$ cat src/rtl/piso_shift_reg.sv
// Parallel-in, serial-out shift register with a valid/ready load handshake.
// Words stream gaplessly when a new word is offered during the final bit.
module piso_shift_reg #(
    parameter int WIDTH     = 8,
    parameter int MSB_FIRST = 1
) (
    input  logic             clk,
    input  logic             reset,
    input  logic             load_valid,
    output logic             load_ready,
    input  logic [WIDTH-1:0] data_in,
    output logic             ser_out,
    output logic             ser_valid,
    output logic             done
);

    localparam int CW = (WIDTH > 2) ? $clog2(WIDTH) : 1;
    localparam logic [CW-1:0] LAST = CW'(WIDTH - 1);

    typedef enum logic {
        IDLE,
        SHIFT
    } state_t;

    state_t           state;
    logic [WIDTH-1:0] shreg;
    logic [CW-1:0]    cnt;
    logic             last_bit;
    logic             handshake;
    logic             head_bit;
    logic [WIDTH-1:0] shreg_shifted;

    assign last_bit  = (state == SHIFT) && (cnt == LAST);
    assign load_ready = (state == IDLE) || last_bit;
    assign handshake = load_valid && load_ready;

    // The output end of shreg depends on bit order; the vacated end fills with zero.
    assign head_bit      = (MSB_FIRST != 0) ? shreg[WIDTH-1] : shreg[0];
    assign shreg_shifted = (MSB_FIRST != 0) ? {shreg[WIDTH-2:0], 1'b0}
                                            : {1'b0, shreg[WIDTH-1:1]};

    assign ser_valid = (state == SHIFT);
    assign ser_out   = (state == SHIFT) ? head_bit : 1'b0;
    assign done      = last_bit;

    always_ff @(posedge clk) begin
        if (reset) begin
            state <= IDLE;
            shreg <= '0;
            cnt   <= '0;
        end else if (handshake) begin
            state <= SHIFT;
            shreg <= data_in;
            cnt   <= '0;
        end else if (state == SHIFT) begin
            shreg <= shreg_shifted;
            if (last_bit) begin
                state <= IDLE;
                cnt   <= '0;
            end else begin
                cnt <= cnt + CW'(1);
            end
        end
    end

endmodule

$ cat config.mk
export PLATFORM = sky130hd
export DESIGN_NAME = piso_shift_reg
export DESIGN_NICKNAME = d
export VERILOG_FILES = /design/src/rtl/piso_shift_reg.sv
export SDC_FILE = /design/constraint.sdc
export NUM_CORES = 1
export LEC_CHECK = 0
export ABC_CLOCK_PERIOD_IN_PS = 1600
export CORE_UTILIZATION = 30
export DETAILED_ROUTE_END_ITERATION = 10
export GPL_TIMING_DRIVEN = 1
export PLACE_DENSITY = 0.62
export SYNTH_ARGS = -nofsm -noshare
export SYNTH_HDL_FRONTEND = slang
export SYNTH_SLANG_ARGS = --single-unit
$ cat constraint.sdc
create_clock -name clk -period 1.6 [get_ports clk]
set_input_delay 0.4 -clock clk [delete_from_list [all_inputs] [get_ports clk]]
set_output_delay 0.4 -clock clk [all_outputs]
set_load 0.005 [all_outputs]
==> results.yml <==
status:
  status: "finished, violations left"
  violations: "negative setup slack"
logic_synthesis:
  synth_cell_type_count: 18
  synth.yosys.warnings: 0
  syn_inst: 63
  ys_ff_latch: 12
  syn_area_um2: 582
  ys_seq_area_frac: 0.413
  synth_nets: 76
  syn_avg_cell_area_um2: 9.24
setup_path:
  cp.required_ns: 1.20
  max_stage_delay_ns: 0.34
  ff2ff_setup_slack_ns: 0.04
  critPathMaxFanout: 2
  setup.worst_path.start_class: "flop"
  crit_buf_inv: 2
  crit_chain: "ha_4 > ha_4 > and2b_4 > inv_2 > buf_6"
  r2r_cells: 7
  crit_top_cell: "ha_4"
  crit_slowest_cell: "dfxtp_2"
  crit_type: "reg -> out"
  cp.depth: 5
  crit_family: "flip-flops"
  end_kind: "output port"
  crit_arrival_ns: 1.30
die:
  initial_utilization: 0.330
  fp.dieW_um: 46.0
  fp-row-count: 15
  ioPinCount: 15
  design.core.area_um2: 1760
  die_y_um: 46.0
  die-area_um2: 2120
sta:
  finalHoldViolations: 0
  max_freq_ghz: 0.588
  setup_tns_ns: -0.113
  final_max_slew_viol_count: 0
  maxSlewHeadroom: 0.671
  setup_viol: 2
  setup_ws_ns: -0.101
  rsz0062_at_grt: "yes"
  period_share: 1.06
  period_needed_ns: 1.70
  fin_worst_skew_ns: 0.00347
  worstMarginPinSlew_ns: 0.493
placement:
  port_buffers: 14
  placed_area_um2: 753
  dpl_worst_slack_ns: -0.199
  gp_congestion: 0.728
  dp_hpwl_um: 832
drt:
  postRouteAntennaNets: 0
  viasPerCell: 5.00
  drc_errors: 0
  drtIter0Drc: 5
  drtPass1Iterations: 4
  vias: 535
  wl_per_cell_um: 12.1
  drt_wl_total_mm: 1.29
global_route:
  grt_pass1_vias: 461
  antenna_found_initial: 0
  grt_pass1_wl_mm: 2.03
  grt_overflow: 0
  grtUsageTotal: 0.139
  grt_max_degree: 16
pwr:
  finalPower_mw: 0.659
  powerDensity_nw_per_um2: 786
  vdd_drop_max_uv: 504
  p_leak_nw: 0.313
finish:
  synthToLayoutAreaGrowth_pct: 44.1
  multi_input_area_um2: 340
  stdcell_area_um2: 838
  postLayoutCoreUtil: 0.475
  fin_nets: 97
  fillCellCount: 185
  diodes: 0
  regArea_um2: 246
  drive_gt1_frac: 0.317
cts:
  clock_sinks: 12
  cts-root-buf: "clkbuf_4"
  clk_latency_ns: 0.27
  clk_pin_slew_ns: 0.07
  cts_buffer_depth: 2
  cts_made_buffers: 3
  hold_buffers: 0
  cts_tree: "done"
  cts_max_level: 1
worst_hold_path:
  hp-class: "reg -> reg"
  hold_depth: 2
run:
  maxCapViolations: 0
synthesized netlist by cell type:
library cell	count	area share
nor3b_1	7	0.090
mux2i_1	2	0.034
or2_2	1	0.011
clkbuf_1	2	0.013
nor4_1	7	0.075
ha_1	2	0.043
dfxtp_1	12	0.41
nor2_2	1	0.011
and2b_4	1	0.017
nor2_1	12	0.077
inv_2	1	0.0064
clkbuf_8	1	0.024
buf_2	1	0.0086
a211oi_1	8	0.10
and2_2	2	0.026
a32oi_1	1	0.015
buf_6	1	0.019
a22oi_1	1	0.013
logic make-up after synthesis:
family / Yosys count / share of synthesized area
and+or+nand+nor: 31 / 0.308
adders and majority gates: 2 / 0.0430
DFF: 12 / 0.413
muxes: 2 / 0.0344
buffers and inverters: 6 / 0.0710
AOI/OAI and AO/OA: 10 / 0.131
layout make-up:
| type | instances | share of cell area |
|---|---|---|
| clock buffers | 3 | 0.0269 |
| inverters | 1 | 0.00448 |
| multi-input cells | 45 | 0.406 |
| flip-flops and latches | 12 | 0.294 |
| well taps | 25 | 0.0373 |
| repair buffers | 21 | 0.231 |
flip-flops by register name, summed over array words and instances, names as in the netlist:
register and count:
cnt 3, ser_valid 1, shreg 8
cell usage in the layout, fill, tap and decap left out, types with 2 or more instances in the layout:
cell              n
a211oi_1          5
a211oi_2          3
and2_2            2
buf_4             7
buf_6             2
clkbuf_4          3
clkdlybuf4s50_1  11
dfxtp_1           9
dfxtp_2           2
ha_4              2
mux2i_1           2
nor2_1           12
nor3b_1           7
nor4_1            7
power by group:
group	switching (mW)	internal (mW)
registers	0.0137	0.320
logic	0.0613	0.0783
clock network	0.0979	0.0870
total	0.173	0.486
metrics by stage:
stage / hold WS (ns) / std cells
2_1_floorplan: 0.455 / 63
3_3_place_gp: 0.481 / 102
4_1_cts: 0.499 / 107
6_report: 0.496 / 107
5_1_grt: 0.517 / 107
3_5_place_dp: 0.483 / 102
metal layers:
layer	GRT usage	share of wire	up-vias
li1	-	-	268
met1	0.182	0.49	251
met2	0.208	0.43	16
met3	0.0714	0.075	0
met4	0.0176	0	0
met5	0	0	-
worst min-delay path, stage by stage (launching register included):
cell	delay [ns]
dfxtp_1	0.31
nor2_1	0.10
nor4_1	0.05
what timing repair did:
item / CTS / global route
setup endpoints to repair: 6 / 4
setup buffers: 2 / 0
resized for setup: 17 / 5
cloned: 0 / 0
pin swaps: 1 / 1
final timing paths:
path,start,to
setup reg to reg,cnt[0],shreg[1]
setup / recovery,cnt[0],load_ready
hold / removal,shreg[7],shreg[7]
hold reg to reg,shreg[7],shreg[7]
Power figures use the tool's default switching activity.
